$ cat src/rtl/exc_pkg.sv
// Shared types and constants for the exception/interrupt sequencer.
package exc_pkg;

    typedef enum logic [2:0] {
        RUN,
        TRAP,
        VECTOR,
        HANDLER,
        RETURN
    } exc_state_t;

    localparam int CAUSE_W = 4;
    localparam int IDX_W   = 3;

    localparam logic [CAUSE_W-1:0] CAUSE_NONE     = 4'd0;
    localparam logic [CAUSE_W-1:0] CAUSE_ILLOP    = 4'd1;
    localparam logic [CAUSE_W-1:0] CAUSE_IRQ_BASE = 4'd8;

endpackage

$ cat src/rtl/exc_ctl_irq_pending.sv
// Rising-edge interrupt latch with acknowledge clear and lowest-index priority select.
module irq_pending
    import exc_pkg::*;
#(
    parameter int IRQ_LINES = 4
) (
    input  logic                 clk,
    input  logic                 reset,
    input  logic [IRQ_LINES-1:0] irq_req,
    input  logic [IRQ_LINES-1:0] irq_ack,
    output logic [IRQ_LINES-1:0] pending,
    output logic                 any_pending,
    output logic [IDX_W-1:0]     sel_index
);

    logic [IRQ_LINES-1:0] req_prev;
    logic [IRQ_LINES-1:0] req_rise;

    assign req_rise = irq_req & ~req_prev;

    // During reset the previous value tracks the lines so a held line is not
    // mistaken for a fresh edge once reset is released.
    always_ff @(posedge clk) begin
        req_prev <= irq_req;
        if (reset) begin
            pending <= '0;
        end else begin
            pending <= (pending & ~irq_ack) | req_rise;
        end
    end

    assign any_pending = |pending;

    always_comb begin
        sel_index = '0;
        for (int i = IRQ_LINES - 1; i >= 0; i--) begin
            if (pending[i]) sel_index = IDX_W'(i);
        end
    end

endmodule

$ cat src/rtl/exc_ctl.sv
// Trap sequencer: RUN -> TRAP (link write) -> VECTOR (redirect) -> HANDLER -> RETURN.
module exc_ctl
    import exc_pkg::*;
#(
    parameter int          IRQ_LINES   = 4,
    parameter logic [31:0] VECTOR_ADDR = 32'h0000_0080
) (
    input  logic                 clk,
    input  logic                 reset,
    input  logic [IRQ_LINES-1:0] irq_req,
    input  logic                 irq_en,
    input  logic                 retire,
    input  logic                 illOp,
    input  logic                 eret,
    input  logic [31:0]          pc_cur,
    output logic                 irq,
    output logic                 supervisorBit,
    output logic                 pc_redirect,
    output logic [31:0]          redirect_pc,
    output logic [31:0]          epc,
    output logic [CAUSE_W-1:0]   cause,
    output logic [IRQ_LINES-1:0] irq_ack,
    output logic                 double_fault
);

    exc_state_t           state;
    logic [IRQ_LINES-1:0] pending;
    logic                 any_pending;
    logic [IDX_W-1:0]     sel_index;
    logic [IRQ_LINES-1:0] sel_onehot;
    logic [IRQ_LINES-1:0] ack_mask;

    irq_pending #(.IRQ_LINES(IRQ_LINES)) u_pend (
        .clk         (clk),
        .reset       (reset),
        .irq_req     (irq_req),
        .irq_ack     (irq_ack),
        .pending     (pending),
        .any_pending (any_pending),
        .sel_index   (sel_index)
    );

    always_comb begin
        sel_onehot = '0;
        for (int i = 0; i < IRQ_LINES; i++) begin
            sel_onehot[i] = (sel_index == IDX_W'(i));
        end
    end

    always_ff @(posedge clk) begin
        if (reset) begin
            state         <= RUN;
            irq           <= 1'b0;
            supervisorBit <= 1'b0;
            pc_redirect   <= 1'b0;
            redirect_pc   <= '0;
            epc           <= '0;
            cause         <= CAUSE_NONE;
            irq_ack       <= '0;
            ack_mask      <= '0;
            double_fault  <= 1'b0;
        end else begin
            irq         <= 1'b0;
            pc_redirect <= 1'b0;
            irq_ack     <= '0;
            case (state)
                RUN: begin
                    supervisorBit <= 1'b0;
                    if (retire && illOp) begin
                        state    <= TRAP;
                        irq      <= 1'b1;
                        epc      <= pc_cur;
                        cause    <= CAUSE_ILLOP;
                        ack_mask <= '0;
                    end else if (retire && irq_en && any_pending) begin
                        state    <= TRAP;
                        irq      <= 1'b1;
                        epc      <= pc_cur;
                        cause    <= CAUSE_IRQ_BASE + CAUSE_W'(sel_index);
                        ack_mask <= sel_onehot;
                    end
                end
                TRAP: begin
                    state         <= VECTOR;
                    pc_redirect   <= 1'b1;
                    redirect_pc   <= VECTOR_ADDR;
                    supervisorBit <= 1'b1;
                    irq_ack       <= ack_mask;
                end
                VECTOR: begin
                    state <= HANDLER;
                end
                HANDLER: begin
                    // A fault inside the handler is recorded but never re-trapped,
                    // so the original epc/cause survive for the eret.
                    if (retire && illOp) double_fault <= 1'b1;
                    if (retire && eret) begin
                        state       <= RETURN;
                        pc_redirect <= 1'b1;
                        redirect_pc <= epc;
                    end
                end
                RETURN: begin
                    state         <= RUN;
                    supervisorBit <= 1'b0;
                end
                default: begin
                    state <= RUN;
                end
            endcase
        end
    end

endmodule

$ cat config.mk
export PLATFORM = sky130hd
export DESIGN_NAME = exc_ctl
export DESIGN_NICKNAME = d
export VERILOG_FILES = /design/src/rtl/exc_pkg.sv /design/src/rtl/exc_ctl_irq_pending.sv /design/src/rtl/exc_ctl.sv
export SDC_FILE = /design/constraint.sdc
export NUM_CORES = 1
export LEC_CHECK = 0
export ABC_AREA = 1
export BUFFER_PORTS_ARGS = -buffer_cell sky130_fd_sc_hd__buf_2
export CAP_MARGIN = 20
export CORE_UTILIZATION = 40
export DETAILED_ROUTE_END_ITERATION = 12
export GPL_TIMING_DRIVEN = 0
export PLACE_DENSITY = 0.76
export SLEW_MARGIN = 20
export SYNTH_ARGS = -nofsm -noshare
export SYNTH_HDL_FRONTEND = slang
export SYNTH_SLANG_ARGS = --single-unit
export TNS_END_PERCENT = 10
$ cat constraint.sdc
create_clock -name clk -period 1.6 [get_ports clk]
set_input_delay 0.32 -clock clk [delete_from_list [all_inputs] [get_ports clk]]
set_output_delay 0.32 -clock clk [all_outputs]
set_load 0.02 [all_outputs]
== Word-level counts from Yosys, hierarchy flattened ==
Index checks and enable logic that the tools add are counted.
Widths: inputs -> output; s select.

* Register bits: 91
* Input bits: 42
* Logic and storage cells: 67

* Bitwise logic cells: 7
* Reductions and logical operators: 17
* Add/subtract/negate cells: 1
* Mux-type cells: 21
* Equality and inequality tests: 9

{| class="wikitable"
|+ Operators with widths
! kind !! number
|-
| $mux 32 || 3
|-
| $pmux 32 s2 || 1
|-
| $mux 4 || 4
|-
| $eq 3x2->1 const B || 4
|-
| $pmux 3 s4 || 1
|-
| $mux 3 || 3
|-
| $and 4x4->4 || 2
|-
| $mux 2 || 4
|-
| $not 4->4 || 2
|-
| $reduce_and 2->1 || 4
|-
| $eq 3x1->1 const B || 2
|-
| $logic_not 3->1 || 2
|-
| $reduce_bool 2->1 || 3
|-
| $reduce_or 2->1 || 3
|-
| $add 4x3->4 const A || 1
|-
| $logic_and 1x1->1 || 4
|-
| $or 4x4->4 || 1
|-
| $pmux 1 s2 || 2
|-
| $reduce_or 4->1 || 1
|-
| $eq 3x3->1 const B || 1
|-
| $mux 1 || 3
|-
| $ne 3x3->1 const B || 1
|-
| $ne 2x2->1 const B || 1
|-
| $not 1->1 || 2
|}

== Depth between registers and ports, before layout ==
Gate-level depths: netlist (run 1).

* Depth after elaboration: 7
* Depth in mapped cells: 9

== Cells and area by module ==
Synthesis (run 1) repeated with hierarchy kept, for this count alone.

* Cell total of the unflattened synthesis: 414
* Area, all modules: 3,244.4 µm²

{| class="wikitable"
|+ By module, submodules not included
! module !! area each (µm²) !! cells each !! seq. area each (µm²) !! times used
|-
| exc_ctl || 2,960.3 || 376 || 1,661.6 || 1
|-
| irq_pending || 284.0 || 38 || 160.2 || 1
|}

== Least setup slack after synthesis (run 1) ==
No wires, ideal clock.

* Path type: input-to-reg
* From: in reset
* To: reg redirect_pc[10]
* Stages: 6
* Arrival: 1.181 ns
* Data required time: 1.542 ns
* Slack: 0.361 ns
* Buffers on the path: 3
* Cells stage by stage: clkbuf_2 > inv_1 > buf_2 > buf_1 > nand3_1 > nand2_1

{| class="wikitable"
|+ RTL lines
! element !! RTL line !! RTL
|-
| start, declared || exc_ctl.sv:9 || <nowiki>input logic reset,</nowiki>
|-
| end signal, assigned || exc_ctl.sv:100 || <nowiki>redirect_pc <= epc;</nowiki>
|-
| end, declared || exc_ctl.sv:19 || <nowiki>output logic [31:0] redirect_pc,</nowiki>
|}

== Worst setup path in the final report (run 1) ==
* From: reg state[1]
* To: reg redirect_pc[18]

* Cells in the longest elaborated chain, start to end: 3
* Elaborated cells between the ends (all ways): 6
* Classes of those cells: eq/ne (3); mux (1); reduce/logical (2)

{| class="wikitable"
|+ RTL lines
! element !! RTL line !! RTL
|-
| start, declared || exc_ctl.sv:26 || <nowiki>exc_state_t state;</nowiki>
|-
| start signal, assigned || exc_ctl.sv:52 || <nowiki>state <= RUN;</nowiki>
|-
| start signal, assigned || exc_ctl.sv:70 || <nowiki>state <= TRAP;</nowiki>
|-
| start signal, assigned || exc_ctl.sv:76 || <nowiki>state <= TRAP;</nowiki>
|-
| $eq 3x2->1 or $eq 3x1->1 (tied branches) || exc_ctl.sv:66 || <nowiki>case (state)</nowiki>
|-
| $ne 2x2->1 (no line) or $reduce_bool 2->1 (tied branches) || -- ||
|-
| $reduce_and 2->1 (no line) || -- ||
|}

Several ways; a longest one is shown, not always the timed one.
A chain may end at the register's enable or synchronous reset.

==> results.toml, run 1 <==
[route]
dr_total_vias = 3005
totalWireLength_mm = 8.12
drt_iter0_markers = 98
routedWlPerCell_um = 12.7
route.detailed.drc = 0
ant_nets = 0
via_per_inst = 4.71
dr.pass1.iters = 4

[synth]
synth_area_leader_cell = "dfxtp_1"
synth-seq-cells = 90
yosysMostFrequentCell = "dfxtp_1"
synth_common_cells = "90 x dfxtp_1, 84 x nor2_1, 79 x nand2_1"
syn_inst = 404
synth.net_count = 446
synth_warnings = 0
ys_async_sr_fraction_pct = 0
synth.area.top_cells = "dfxtp_1 56%, nor2_1 9.8%, nand2_1 9.2%"
synth_area_per_cell_um2 = 7.98
yosys.area.top_type_share_pct = 55.9
ys_types = 27
syn_area_mm2 = 0.00323
synth_edf_count = 0
ys.flop_type = "dfxtp_1"
synth_seq_area_share_pct = 55.9

[global_routing]
grt_pass1_wl_mm = 12.9
grt_pass1_vias = 2747
grt_max_degree = 16
grt_usage_pct = 19.8
antenna_found_initial = 0
overflow = 0

[placed_design]
place.detailed.hpwl_mm = 6.07
io_buffers = 115
placed_cell_area_mm2 = 0.00393
dp_cells = 621
gp_congestion = 0.786

[worst_setup_path]
crit_path_start_kind = "flop"
cp.arrival_ns = 1.76
setup.worst_path.class = "reg -> reg"
cp.required_ns = 1.90
r2r_cells = 7
worstSetupEndpointType = "flop"
path_max_fanout = 10

[cells_and_area]
final_area_mm2 = 0.00415
utilization_pct = 53.4
final_nets = 573
num_antenna_cells = 0
drive_gt1_share_pct = 31.2
syn_to_final_growth_pct = 28.6
stdcell_count = 638

[timing]
tns_ns = 0
fmax_ghz = 0.687
setup_viol = 0
finalCritPeriodShare_pct = 90.9
report.final.slew_viol_count = 0
hold_viol = 0
clock_skew_ns = 0.0105
rsz0062_at_grt = "no"
slew_headroom_pct = 61.9
tightest_slew_ns = 0.571
period_needed_ns = 1.45

[die]
core_area_mm2 = 0.00777
initial_core_util_pct = 41.5
io_pins = 118
die_height_um = 91.8
die_area_mm2 = 0.00843
die_x_um = 91.8
core.rowCount = 32

[clock_network]
cts_sinks = 90
clock_latency_ns = 0.36
cts_buffers = 9
cts_resized = 0
clkTransAtPathRegs_ns = 0.09
cts_tree = "done"
h-tree-depth = 3
hold_buffers = 0
cts_buffer_depth = 2
cts-root-buf = "clkbuf_8"

[power_and_ir_drop]
leakage_nw = 2.09
p_per_area_mw_per_mm2 = 1190
vdd_ir_drop_max_v = 0.000492

[hold_path]
min_path_cells = 1
hold_path.class = "in -> reg"

[run_status]
status = "finished, final reports clean"

[job]
maxCapViolCount = 0
-- metal layers --
| metal | wire length (um) | part of all wire [%] | global-route usage (%) | vias to the layer above |
|---|---|---|---|---|
| met5 | 0 | 0 | 0 | - |
| met4 | 260 | 3.2 | 10.7 | 0 |
| met3 | 482 | 5.9 | 4.48 | 22 |
| met2 | 3870 | 48 | 33.7 | 94 |
| met1 | 3500 | 43 | 23.2 | 1354 |
| li1 | - | - | - | 1535 |
-- power breakdown --
group          total [mW]  switching [mW]  internal [mW]
sequential           2.49           0.100           2.39
clock                1.62           0.805          0.812
combinational       0.845           0.557          0.288
total                4.95            1.46           3.49
-- worst max-delay path, cell delays in order (launching register included) --
cell and delay, ns:
dfxtp_1 0.38, nand2_1 0.16, nor3_4 0.26, nand2_1 0.09, inv_2 0.18, buf_4 0.21
nand2_1 0.06, nand2_1 0.06
-- cell families (layout without fill, tap and decap cells) --
family                 after synthesis  after routing  share of synthesized area, %
and+or+nand+nor                    210            210                          27.1
DFF                                 90             90                          55.9
AOI/OAI and AO/OA                   55             55                          9.77
buffers and inverters               48            180                          7.18
other                                1              1                         0.116
-- stage by stage --
stage / hold slack (ns) / total power [mW] / setup WS, ns
2_1_floorplan: 0.348 / 3.09 / 0.361
5_1_grt: 0.0561 / 5.19 / 0.00788
3_5_place_dp: 0.422 / 3.39 / 0.0559
4_1_cts: 0.0599 / 4.98 / 0.160
3_3_place_gp: 0.420 / 3.37 / 0.0795
6_report: 0.0746 / 4.95 / 0.145
-- flip-flops by register name (all words and copies together) (netlist names), 3 cells and up --
name,flops
state,3
ack_mask,4
u_pend.req_prev,4
irq_ack,4
u_pend.pending,4
redirect_pc,32
cause,3
epc,32
-- area by class of cell --
type,count,area (um^2)
Clock inverter,5,61.3
Clock buffer,11,151
Timing Repair Buffer,116,583
Multi-Input combinational cell,266,1190
Sequential cell,90,1800
Buffer,22,134
Tap cell,102,128
Inverter,26,97.6
Fill cell,769,3620
-- final timing paths --
path | startpoint | endpoint | slack, ns
max reg2reg | state[1] | redirect_pc[18] | 0.15
min | irq_req[0] | u_pend.req_prev[0] | 0.07
max | state[1] | redirect_pc[18] | 0.15
min reg2reg | ack_mask[1] | irq_ack[1] | 0.44
-- cell usage in the layout (no fill, tap or decap), types with 3 or more instances in the layout --
cell type   netlist  layout
inv_2             3       3
nand3_1          32      32
o21ai_0          34      34
a21oi_2           5       5
o22ai_1           4       4
clkbuf_8          0      11
inv_1            23      23
nand2_2           8       8
clkinvlp_4        0       3
nor2_1           84      84
nand2_1          79      79
buf_2            10     125
dfxtp_1          90      90
buf_4             3       4
clkbuf_1          3       3
a21oi_1           6       6
o21ai_1           3       3
-- repair_timing --
item,in CTS,in global routing
endpoints found under the hold margin,0,0
endpoints found under the setup margin,0,2
setup buffers,0,1
Power figures use the tool's default switching activity.
==> run 2: changes to the inputs <==
Settings changed: ABC_AREA 1 to default, PLACE_DENSITY 0.76 to 0.75.
==> run 2 against run 1 <==
  * Worst hold slack better by 0.014 ns
  * Utilization is 0.41 points higher
  * Sequential power is 3% lower
  * Power is 6.9% lower
  * Largest cell class unchanged
==> results.toml, run 2 <==
[cells_and_area]
final_cell_mix = "117 x buf_2, 88 x dfxtp_1, 76 x nand2b_1"
syn_to_final_growth_pct = 27.7
drive_gt1_share_pct = 34.7
layout_commonest_cell = "buf_2"
utilization_pct = 53.8
num_antenna_cells = 0
final_area_mm2 = 0.00449
top_regs = "epc (32), redirect_pc (32)"
final_nets = 505

[clock_network]
cts_buffer_depth = 2
clkTransAtPathRegs_ns = 0.08
cts_sinks = 90
cts-root-buf = "clkbuf_8"
clock_latency_ns = 0.34
h-tree-depth = 3
cts_buffers = 9
cts_tree = "done"

[route]
route.detailed.drc = 0
totalWireLength_mm = 8.53
drt_iter0_markers = 86
dr.pass1.iters = 4
routedWlPerCell_um = 14.9
via_per_inst = 5.05
ant_nets = 0
dr_total_vias = 2891

[synth]
syn_area_mm2 = 0.00352
synth_seq_area_share_pct = 51.2
ys_types = 43
yosysMostFrequentCell = "dfxtp_1"
synth_common_cells = "90 x dfxtp_1, 76 x nand2b_1, 32 x mux2i_1"
ys.flop_type = "dfxtp_1"
synth.area.top_cells = "dfxtp_1 51%, nand2b_1 14%, mux2i_1 9.1%"
synth_area_per_cell_um2 = 10.6
yosys.area.top_type_share_pct = 51.2
syn_inst = 331
synth_area_leader_cell = "dfxtp_1"
ys_async_sr_fraction_pct = 0
synth-seq-cells = 90
synth.net_count = 373
synth_warnings = 0
synth_edf_count = 0

[timing]
finalCritPeriodShare_pct = 99.3
rsz0062_at_grt = "yes"
setup_ws_ns = 0.0117
fmax_ghz = 0.630
report.final.slew_viol_count = 0
slew_headroom_pct = 58.7
tightest_slew_ns = 0.614
setup_viol = 0
tns_ns = 0
whs_ns = 0.0890
hold_viol = 0
clock_skew_ns = 0.0115
period_needed_ns = 1.59

[worst_setup_path]
critPathLaunch = "state[0]"
crit_path_start_kind = "flop"
cp.arrival_ns = 1.82
reg2reg_from = "state[0]"
crit_path_end = "ack_mask[1]"
setup.worst_path.class = "reg -> reg"
r2r_cells = 5
worstSetupEndpointType = "flop"
r2r_end = "ack_mask[1]"
path_max_fanout = 10
ff2ff_setup_slack_ns = 0.01
cp.required_ns = 1.84

[die]
core_area_mm2 = 0.00834
die_x_um = 95.8
die_area_mm2 = 0.00917
initial_core_util_pct = 42.2
die_height_um = 95.8
core.rowCount = 33
io_pins = 118

[placed_design]
placed_cell_area_mm2 = 0.00422
gp_congestion = 0.798
io_buffers = 115
pre_cts_slack_ns = -0.260
place.detailed.hpwl_mm = 5.97

[power_and_ir_drop]
power.switching_mw = 1.28
p_comb_share_pct = 16.8
power_frac_seq_pct = 52.4
vdd_ir_drop_max_v = 0.000492
p_per_area_mw_per_mm2 = 1030
power.internal_mw = 3.33
leakage_nw = 2.00
power_frac_clock_pct = 30.8
sw_frac_of_total_pct = 27.7

[run_status]
status = "finished, final reports clean"

[global_routing]
grt_usage_pct = 19.0
grt_pass1_vias = 2743
overflow = 0
antenna_found_initial = 0
grt_max_degree = 15
grt_pass1_wl_mm = 13.3

[job]
maxCapViolCount = 0

[hold_path]
hold_path.class = "in -> reg"
## run 2: changes by cell type after synthesis, sizes merged, moves of 5 or more
cell	delta
nand2b	+76
nor3	+5
nor2	-77
inv	-24
nand3	-32
o21ai	-32
buf	-5
mux2i	+32
nand2	-83
a22o	+26
clkbuf	+7
## run 2: cell families after synthesis
group | share of synthesized area [%]
other | 0.107
AO/OA/AOI/OAI | 13.8
buffers and inverters | 4.52
multiplexers | 9.75
flip-flops | 51.2
AND/OR/NAND/NOR | 20.6
## run 2: critical path, cell delays in order, from the launching register on
cell and delay (ns):
dfxtp_1 0.30, buf_2 0.17, nor3_4 0.27, o211a_1 0.24, buf_12 0.17, mux2_2 0.34
## run 2: worst min path at each step
stage | to | from | cells after the start
floorplan | u_pend.req_prev[0] | irq_req[0] | 0
global placement | u_pend.req_prev[0] | irq_req[0] | 1
detailed placement | u_pend.req_prev[2] | irq_req[2] | 1
CTS | u_pend.req_prev[3] | irq_req[3] | 1
global route | u_pend.req_prev[2] | irq_req[2] | 1
finish | u_pend.req_prev[3] | irq_req[3] | 1
## run 2: repair_timing
item | CTS | global route
gates resized for setup | 8 | 5
hold buffers | 0 | 0
cloned | 0 | 0
pin swaps | 2 | 3
setup buffers | 0 | 6
setup endpoints to repair | 56 | 61
## run 2: layout make-up
class / instances / area (um^2)
clock buffers: 12 / 155
repair buffers: 121 / 621
clock inverters: 3 / 25.0
well taps: 105 / 131
multi-input cells: 215 / 1560
flip-flops and latches: 90 / 1800
inverters: 2 / 7.51
plain buffers: 24 / 184
fillers: 781 / 3850
## run 2: stage by stage
step / std cells / total power, mW
2_1_floorplan: 331 / 2.94
3_3_place_gp: 551 / 3.17
3_5_place_dp: 551 / 3.18
4_1_cts: 566 / 4.63
5_1_grt: 572 / 4.82
6_report: 572 / 4.61
## run 2: power by group through the flow
stage	Combinational (mW)	Clock (mW)	Sequential, mW
4_1_cts	0.737	1.48	2.42
2_1_floorplan	0.389	0	2.55
3_3_place_gp	0.706	0	2.46
5_1_grt	0.842	1.54	2.43
3_5_place_dp	0.718	0	2.47
6_report	0.772	1.42	2.42
## run 2: routing by layer
layer | part of all wire (%) | GRT usage [%]
met5 | 0 | 0
met4 | 1.3 | 6.22
met3 | 5.3 | 4.74
met2 | 48 | 31.8
met1 | 46 | 24.1
